[src/rtl/ntt_ctrl.sv]
// ntt_ctrl: address and control sequencer for an in-place radix-2 Cooley-Tukey forward NTT.
// Define NTT_CTRL_PERF_CNT_EN to add the cyc_cnt busy-cycle counter output.
module ntt_ctrl #(
    parameter int N_LOG2 = 8,
    parameter int W      = 23
) (
    input  logic              clk,
    input  logic              rst,
    input  logic              start,
    output logic              busy,
    output logic              done,
    output logic [N_LOG2-1:0] ra0,
    output logic [N_LOG2-1:0] ra1,
    input  logic [W-1:0]      rd0,
    input  logic [W-1:0]      rd1,
    output logic [N_LOG2-1:0] tf_addr,
    input  logic [W-1:0]      tf_data,
    output logic [W-1:0]      bu_x,
    output logic [W-1:0]      bu_y,
    output logic [W-1:0]      bu_tf,
    input  logic [W-1:0]      bu_a,
    input  logic [W-1:0]      bu_b,
    output logic              we,
    output logic [N_LOG2-1:0] wa0,
    output logic [N_LOG2-1:0] wa1,
    output logic [W-1:0]      wd0,
    output logic [W-1:0]      wd1,
    output logic [1:0]        dbg_state
`ifdef NTT_CTRL_PERF_CNT_EN
    ,
    output logic [15:0]       cyc_cnt
`endif
);

    localparam int PW = N_LOG2 - 1;
    localparam int SW = (N_LOG2 > 1) ? $clog2(N_LOG2 + 1) : 1;
    localparam logic [N_LOG2-1:0] ONE = N_LOG2'(1);

    typedef enum logic [1:0] {
        IDLE  = 2'd0,
        RUN   = 2'd1,
        DRAIN = 2'd2,
        DONE  = 2'd3
    } state_t;

    state_t            state;
    state_t            state_nxt;
    logic [PW-1:0]     pair;
    logic [SW-1:0]     stage;
    logic              drain_cnt;
    logic              last_pair;
    logic              last_stage;

    logic [SW-1:0]     shamt;
    logic [N_LOG2-1:0] pair_ext;
    logic [N_LOG2-1:0] len_v;
    logic [N_LOG2-1:0] grp;
    logic [N_LOG2-1:0] off;
    logic [N_LOG2-1:0] j_v;

    logic              v1;
    logic              v2;
    logic [N_LOG2-1:0] a1_0;
    logic [N_LOG2-1:0] a1_1;

    assign last_pair  = &pair;
    assign last_stage = (stage == SW'(N_LOG2 - 1));

    always_ff @(posedge clk or posedge rst) begin
        if (rst) begin
            state <= IDLE;
        end else begin
            state <= state_nxt;
        end
    end

    always_comb begin
        state_nxt = state;
        case (state)
            IDLE:    if (start) state_nxt = RUN;
            RUN:     if (last_pair) state_nxt = DRAIN;
            DRAIN:   if (drain_cnt) state_nxt = last_stage ? DONE : RUN;
            DONE:    state_nxt = IDLE;
            default: state_nxt = IDLE;
        endcase
    end

    // pair wraps to 0 on the last issue of a stage, so RUN always restarts at p=0
    always_ff @(posedge clk or posedge rst) begin
        if (rst) begin
            pair      <= '0;
            stage     <= '0;
            drain_cnt <= 1'b0;
        end else begin
            case (state)
                RUN: begin
                    pair      <= pair + PW'(1);
                    drain_cnt <= 1'b0;
                end
                DRAIN: begin
                    drain_cnt <= ~drain_cnt;
                    if (drain_cnt) stage <= stage + SW'(1);
                end
                default: begin
                    pair      <= '0;
                    stage     <= '0;
                    drain_cnt <= 1'b0;
                end
            endcase
        end
    end

    // len = N>>(s+1) = 1<<shamt, group g = p>>shamt, j = g*2*len + (p mod len)
    always_comb begin
        shamt    = SW'(N_LOG2 - 1) - stage;
        pair_ext = {1'b0, pair};
        len_v    = ONE << shamt;
        grp      = pair_ext >> shamt;
        off      = pair_ext & (len_v - ONE);
        j_v      = ((grp << shamt) << 1) + off;
        ra0      = '0;
        ra1      = '0;
        tf_addr  = '0;
        if (state == RUN) begin
            ra0     = j_v;
            ra1     = j_v + len_v;
            tf_addr = (ONE << stage) + grp;
        end
    end

    // Write-back stream: we is the valid of the write stage and carries no ready,
    // the RAM accepts every beat; wa0/wa1 are the read addresses from two cycles earlier.
    always_ff @(posedge clk or posedge rst) begin
        if (rst) begin
            v1   <= 1'b0;
            v2   <= 1'b0;
            a1_0 <= '0;
            a1_1 <= '0;
            wa0  <= '0;
            wa1  <= '0;
        end else begin
            v1   <= (state == RUN);
            a1_0 <= ra0;
            a1_1 <= ra1;
            v2   <= v1;
            wa0  <= a1_0;
            wa1  <= a1_1;
        end
    end

    assign we        = v2;
    assign wd0       = bu_a;
    assign wd1       = bu_b;
    assign bu_x      = rd0;
    assign bu_y      = rd1;
    assign bu_tf     = tf_data;
    assign busy      = (state == RUN) || (state == DRAIN);
    assign done      = (state == DONE);
    assign dbg_state = state;

`ifdef NTT_CTRL_PERF_CNT_EN
    always_ff @(posedge clk or posedge rst) begin
        if (rst) begin
            cyc_cnt <= '0;
        end else if ((state == IDLE) && start) begin
            cyc_cnt <= '0;
        end else if (busy) begin
            cyc_cnt <= cyc_cnt + 16'd1;
        end
    end
`endif

endmodule

[config.mk]
export PLATFORM = sky130hd
export DESIGN_NAME = ntt_ctrl
export DESIGN_NICKNAME = d
export VERILOG_FILES = /design/src/rtl/ntt_ctrl.sv
export SDC_FILE = /design/constraint.sdc
export NUM_CORES = 1
export LEC_CHECK = 0
export ABC_CLOCK_PERIOD_IN_PS = 6250
export CAP_MARGIN = 20
export CORE_UTILIZATION = 37
export CTS_CLUSTER_SIZE = 30
export DETAILED_ROUTE_END_ITERATION = 6
export HOLD_SLACK_MARGIN = 0.06
export PLACE_DENSITY = 0.95
export REMOVE_ABC_BUFFERS = 1
export SKIP_CTS_REPAIR_TIMING = 1
export SLEW_MARGIN = 15
export SYNTH_ARGS = -nofsm -noshare
export SYNTH_HDL_FRONTEND = slang
export SYNTH_SLANG_ARGS = --single-unit
[constraint.sdc]
create_clock -name clk -period 6.25 [get_ports clk]
set_input_delay 1.25 -clock clk [delete_from_list [all_inputs] [get_ports clk]]
set_output_delay 1.25 -clock clk [all_outputs]
set_load 0.05 [all_outputs]
Yosys cells after proc, flatten, opt, wreduce, memory -nomap -nowiden
Cells that the tools add are included.
{"block": "word_totals", "register_bits": 48, "latch_bits": 0, "ram_bits": 0, "rom_bits": 0, "inputBits": 118, "out_inout_bits": 160, "elab_cells": 48, "mem_count": 0}
{"block": "classes", "add_sub_neg": 7, "mul": 0, "div_mod_pow": 0, "order_cmp": 0, "eq_ne": 7, "shift": 4, "mux": 12, "bitwise_logic": 3, "n_reduce_logical": 5}
{"operator": "$add A8 B8 Y8", "count": 3}
{"operator": "$mux W8", "count": 3}
{"operator": "$shl A1 B4 Y8 const A", "count": 2}
{"operator": "$pmux W7 S2", "count": 1}
{"operator": "$and A7 B8 Y8", "count": 1}
{"operator": "$mux W2", "count": 4}
{"operator": "$pmux W2 S4", "count": 1}
{"operator": "$pmux W4 S2", "count": 1}
{"operator": "$shl A8 B4 Y7", "count": 1}
{"operator": "$shr A7 B4 Y8", "count": 1}
{"operator": "$sub A8 B1 Y8 const B", "count": 1}
{"operator": "$add A7 B1 Y7 const B", "count": 1}
{"operator": "$reduce_and A7 Y1", "count": 1}
{"operator": "$ne A2 B2 Y1 const B", "count": 3}
{"operator": "$add A4 B1 Y4 const B", "count": 1}
{"operator": "$eq A2 B2 Y1 const B", "count": 2}
{"operator": "$eq A4 B3 Y1 const B", "count": 1}
{"operator": "$mux W4", "count": 1}
{"operator": "$sub A3 B4 Y4 const A", "count": 1}
{"operator": "$reduce_and A3 Y1", "count": 1}
{"operator": "$eq A2 B1 Y1 const B", "count": 1}
{"operator": "$logic_not A2 Y1", "count": 1}
{"operator": "$not A1 Y1", "count": 2}
{"operator": "$reduce_and A2 Y1", "count": 1}
{"operator": "2 further kinds", "count": 2}

Depth between registers and ports, before layout
{"block": "depth", "word_depth": 7, "depth_mapped": 20, "mapped_depth_nobuf": 17}

Least setup slack after synthesis
No wires, ideal clock.
{"block": "synth_path", "path_type": "reg2out", "from": "register stage[0]", "to": "output port ra1[6]", "arrival_time_ps": 4537, "required_ps": 5000, "path_slack_ps": 463, "path_stages_with_launch": 19, "n_path_buf": 3, "cell_sequence": "dfrtp_1 -> buf_6 -> buf_4 -> inv_1 -> ha_1 -> buf_4 -> nand2_1 -> ha_1 -> xnor2_1 -> and2_1 -> ha_1 -> a21o_1 -> a21oi_1 -> o21bai_1 -> a21oi_1 -> xnor2_1 -> ha_1 -> nand2b_1 -> o311ai_1"}
{"block": "synth_between", "elab_chain_cells": 7, "word_cells_on_any_way": 9, "classes_between": "4 x add/sub; 3 x shift; 1 x mux; 1 x bitwise"}
{"item": "from (decl)", "line_no": "49", "text": "logic [SW-1:0] stage;"}
{"item": "from (signal assigned)", "line_no": "102", "text": "if (drain_cnt) stage <= stage + SW'(1);"}
{"item": "$sub A3 B4 Y4 (*)", "line_no": "115", "text": "shamt = SW'(N_LOG2 - 1) - stage;"}
{"item": "$shl A1 B4 Y8", "line_no": "117", "text": "len_v = ONE << shamt;"}
{"item": "$sub A8 B1 Y8", "line_no": "119", "text": "off = pair_ext & (len_v - ONE);"}
{"item": "$and A7 B8 Y8", "line_no": "119"}
{"item": "$add A8 B8 Y8", "line_no": "120", "text": "j_v = ((grp << shamt) << 1) + off;"}
{"item": "$add A8 B8 Y8 (*)", "line_no": "126", "text": "ra1 = j_v + len_v;"}
{"item": "$mux W8 (*)", "line_no": "124", "text": "if (state == RUN) begin"}
{"item": "to (decl)", "line_no": "13", "text": "output logic [N_LOG2-1:0] ra1,"}
Every way passes the cells marked *; elsewhere a longest branch is shown, timed or not.

Final worst setup path
{"block": "layout_path", "from": "register stage[0]", "to": "output port ra1[5]"}
Same word-level chain as after synthesis.

==> impl_metrics.prom <==
# TYPE chip_impl_metric gauge
chip_impl_info{name="status",value="completed"} 1
chip_impl_metric{name="grt_start_max_net_pins",unit=""} 49
chip_impl_metric{name="slew_violations",unit=""} 0
chip_impl_info{name="netlist.top_cell.by_area",value="sky130_fd_sc_hd__dfrtp_1"} 1
chip_impl_metric{name="critical_path_arrival",unit="ns"} 4.72
chip_impl_metric{name="io_buffer_count",unit=""} 47
chip_impl_info{name="grt_setup_unrepaired",value="no"} 1
chip_impl_metric{name="num_io_pins",unit=""} 278
chip_impl_metric{name="tightestPinTransition",unit="ns"} 0.7977
chip_impl_info{name="category_of_cells_accounting_for_the_largest_share_of_critical_path_delay",value="buffers and inverters"} 1
chip_impl_metric{name="groute.usage.overall",unit="%"} 40.32
chip_impl_metric{name="intPower",unit="mW"} 0.6260
chip_impl_info{name="tritoncts_clock_tree",value="built"} 1
chip_impl_metric{name="detail-route-antenna-nets",unit=""} 0
chip_impl_metric{name="timing.slew.headroom",unit="%"} 46.76
chip_impl_metric{name="first_iter_violations",unit=""} 204
chip_impl_info{name="cp_cell_sequence",value="nand2_1, mux4_2, nor2_4, a21oi_2, nor3_2, ha_1, a21o_1, a21oi_1, xnor2_1, ha_1, a21oi_1, nand2_1, xnor2_1, nor2_1, clkdlybuf4s50_1"} 1
chip_impl_metric{name="final_net_count",unit=""} 525
chip_impl_metric{name="hold_violations",unit=""} 0
chip_impl_metric{name="setup_total_negative_slack",unit="ns"} 0
chip_impl_metric{name="yosys.area.top_type_share",unit="%"} 29.27
chip_impl_metric{name="syn_avg_cell_area",unit="µm²"} 9.202
chip_impl_metric{name="routedWlPerCell",unit="µm"} 44.41
chip_impl_metric{name="globalRouteOverflowTotal",unit=""} 0
chip_impl_metric{name="number_of_global_route_vias_before_repair",unit=""} 2961
chip_impl_metric{name="layout_worst_path_cycle_share",unit="%"} 95.49
chip_impl_metric{name="routabilityCongestion",unit=""} 1.132
chip_impl_metric{name="remaining_drc_errors",unit=""} 0
chip_impl_metric{name="max_stage_delay_on_crit_path",unit="ns"} 0.83
chip_impl_metric{name="syn_area",unit="µm²"} 4104
chip_impl_info{name="most_frequent_cells_after_synthesis",value="sky130_fd_sc_hd__buf_4 (117), sky130_fd_sc_hd__dfrtp_1 (48), sky130_fd_sc_hd__ha_1 (29)"} 1
chip_impl_metric{name="timing.critical_path.fanout_max",unit=""} 20
chip_impl_metric{name="synth.ff_latch_count",unit=""} 48
chip_impl_metric{name="ys_seq_area_share",unit="%"} 29.27
chip_impl_info{name="critical_path.endpoint_type",value="output pin"} 1
chip_impl_metric{name="fin_worst_skew",unit="ns"} 0.007753
chip_impl_metric{name="die_area",unit="µm²"} 11520
chip_impl_metric{name="dr_total_vias",unit=""} 3109
chip_impl_metric{name="syn2layout_area_growth",unit="%"} -3.537
chip_impl_metric{name="clock_sinks",unit=""} 48
chip_impl_info{name="hold_class",value="flip-flop to flip-flop"} 1
chip_impl_info{name="startpoint_type",value="flip-flop"} 1
chip_impl_metric{name="ffs_w_async_s_r_synth",unit="%"} 100.0
chip_impl_metric{name="combinationalPowerShare",unit="%"} 47.6
chip_impl_metric{name="worst_setup_hold_path_clk_slew",unit="ns"} 0.09
chip_impl_metric{name="die_height",unit="µm"} 107.3
chip_impl_metric{name="chipWidth",unit="µm"} 107.3
chip_impl_metric{name="total_leakage_power",unit="nW"} 1.770
chip_impl_metric{name="cts_inserted_buffers",unit=""} 5
chip_impl_metric{name="worstPathRequired",unit="ns"} 5.00
chip_impl_metric{name="share_of_layout_cells_above_drive_strength_1",unit="%"} 10.08
chip_impl_metric{name="max_fclk",unit="MHz"} 167.6
chip_impl_metric{name="irDropWorstVdd",unit="mV"} 0.3841
chip_impl_metric{name="final_util",unit="%"} 36.52
chip_impl_metric{name="pwr-share-seq",unit="%"} 35.3
chip_impl_metric{name="synth_cell_type_count",unit=""} 64
chip_impl_metric{name="swShare",unit="%"} 46.30
chip_impl_metric{name="switching_power",unit="mW"} 0.5396
chip_impl_metric{name="insertion_delay",unit="ns"} 0.32
chip_impl_metric{name="wl",unit="µm"} 22960
chip_impl_info{name="synth_top_flop_cell",value="sky130_fd_sc_hd__dfrtp_1"} 1
chip_impl_metric{name="wire_length_of_the_first_global_routing_pass",unit="µm"} 29100
chip_impl_metric{name="core",unit="µm²"} 10840
chip_impl_metric{name="clkPwrFrac",unit="%"} 17.1
chip_impl_metric{name="initial_cell_density_of_the_core",unit="%"} 37.86
chip_impl_metric{name="placement_rows",unit=""} 38
chip_impl_metric{name="cap_violations",unit=""} 0
chip_impl_metric{name="grt_antenna_before_repair",unit=""} 2
chip_impl_metric{name="yosysWarnings",unit=""} 0
chip_impl_metric{name="antenna-diode-count",unit=""} 0
chip_impl_metric{name="viasPerCell",unit=""} 6.014
chip_impl_info{name="clock_tree.root_cell",value="sky130_fd_sc_hd__clkbuf_8"} 1
chip_impl_metric{name="synth_enable_flop_cells",unit=""} 0
chip_impl_info{name="post-synth-top-count-cell",value="sky130_fd_sc_hd__buf_4"} 1
chip_impl_metric{name="setup_violations",unit=""} 0
chip_impl_metric{name="final_min_period",unit="ns"} 5.968
chip_impl_metric{name="htree_levels",unit=""} 2
chip_impl_metric{name="power_per_cell_area",unit="nW/µm²"} 294.4
chip_impl_info{name="cpMaxStageDelayCell",value="sky130_fd_sc_hd__clkdlybuf4s50_1"} 1
chip_impl_info{name="critPathKind",value="flip-flop to output pin"} 1
chip_impl_metric{name="cts_buffer_depth",unit=""} 2
chip_impl_metric{name="drt-pass1-iter-count",unit=""} 7
chip_impl_metric{name="syn-instance-count",unit=""} 446
chip_impl_metric{name="sum_of_buffers_and_inverters_on_the_critical_path",unit=""} 1
chip_impl_metric{name="detailedPlacementHpwl",unit="µm"} 20420
chip_impl_info{name="yosys-top-cells-area",value="sky130_fd_sc_hd__dfrtp_1 (29%), sky130_fd_sc_hd__buf_4 (21%), sky130_fd_sc_hd__ha_1 (8.8%)"} 1
==> logic make-up after synthesis <==
group | synth area share, %
DFF | 29.27
buffers and inverters | 24.88
xor gates and xnor gates | 2.988
muxes | 5.335
and+or+nand+nor | 14.97
AOI/OAI and AO/OA | 12.16
adders and majority gates | 10.30
other | 0.09138
==> stage by stage <==
stage                     hold WS (ns)  cells  total power, mW  setup WS (ns)  instance area, µm²
final                           0.3546    517            1.166         0.2822                3959
after global routing            0.3630    517            1.218       0.001899                3959
after CTS                       0.3556    516            1.163        0.03717                3938
after detailed placement        0.3364    508           0.9634         0.3984                3844
after global placement          0.3339    508           0.9463         0.5052                3844
after floorplan                 0.3312    313           0.7744         0.4058                3143
==> power by group through the flow <==
stage	Sequential [mW]	Combinational [mW]	Clock, mW
finish	0.412	0.554	0.200
global route	0.418	0.587	0.214
CTS	0.410	0.552	0.202
detailed placement	0.414	0.550	0
global placement	0.412	0.534	0
floorplan	0.468	0.306	0
==> registers in the layout, summed over array words and instances, names as in the netlist <==
register	count
wa0	8
we	1
drain_cnt	1
a1_1	8
a1_0	8
pair	7
wa1	8
v1	1
stage	4
dbg_state	2
==> per-layer routing <==
metal,global-route usage (%),part of all wire (%),up-vias
met5,8.571,0.51,-
met3,33.41,19,124
met2,61.61,43,315
met4,50.78,16,4
met1,25.56,21,1401
li1,-,-,1265
==> path summary, 6_finish.rpt <==
path	from	cells after the start	slack, ns	endpoint
max reg2reg	stage[0]	16	1.98	a1_1[7]
max	stage[0]	15	0.28	ra1[5]
min reg2reg	a1_0[6]	0	0.35	wa0[6]
min in group asynchronous	rst	2	1.26	a1_1[2]
min	a1_0[6]	0	0.35	wa0[6]
max in group asynchronous	rst	3	4.47	stage[0]
==> cell usage in the layout, fill, tap and decap left out, drive strengths merged, types with 6 or more instances in the layout <==
master	count
xnor2	11
inv	16
clkbuf	7
nand3	7
nand2b	6
nor2b	9
o21a	7
o21ai	18
and3	6
clkdlybuf4s50	45
nor2	21
mux2i	12
a21oi	15
ha	29
and2	16
nand2	17
nor3	14
dfrtp	48
buf	11
==> layout make-up <==
class | instances | area, µm²
Clock inverter | 1 | 7.507
Inverter | 16 | 60.06
Timing Repair Buffer | 56 | 545.5
Clock buffer | 7 | 86.33
Fill cell | 1097 | 6882
Tap cell | 140 | 175.2
Multi-Input combinational cell | 249 | 1882
Sequential cell | 48 | 1202
Note: power is estimated with default switching activity, not from simulation.
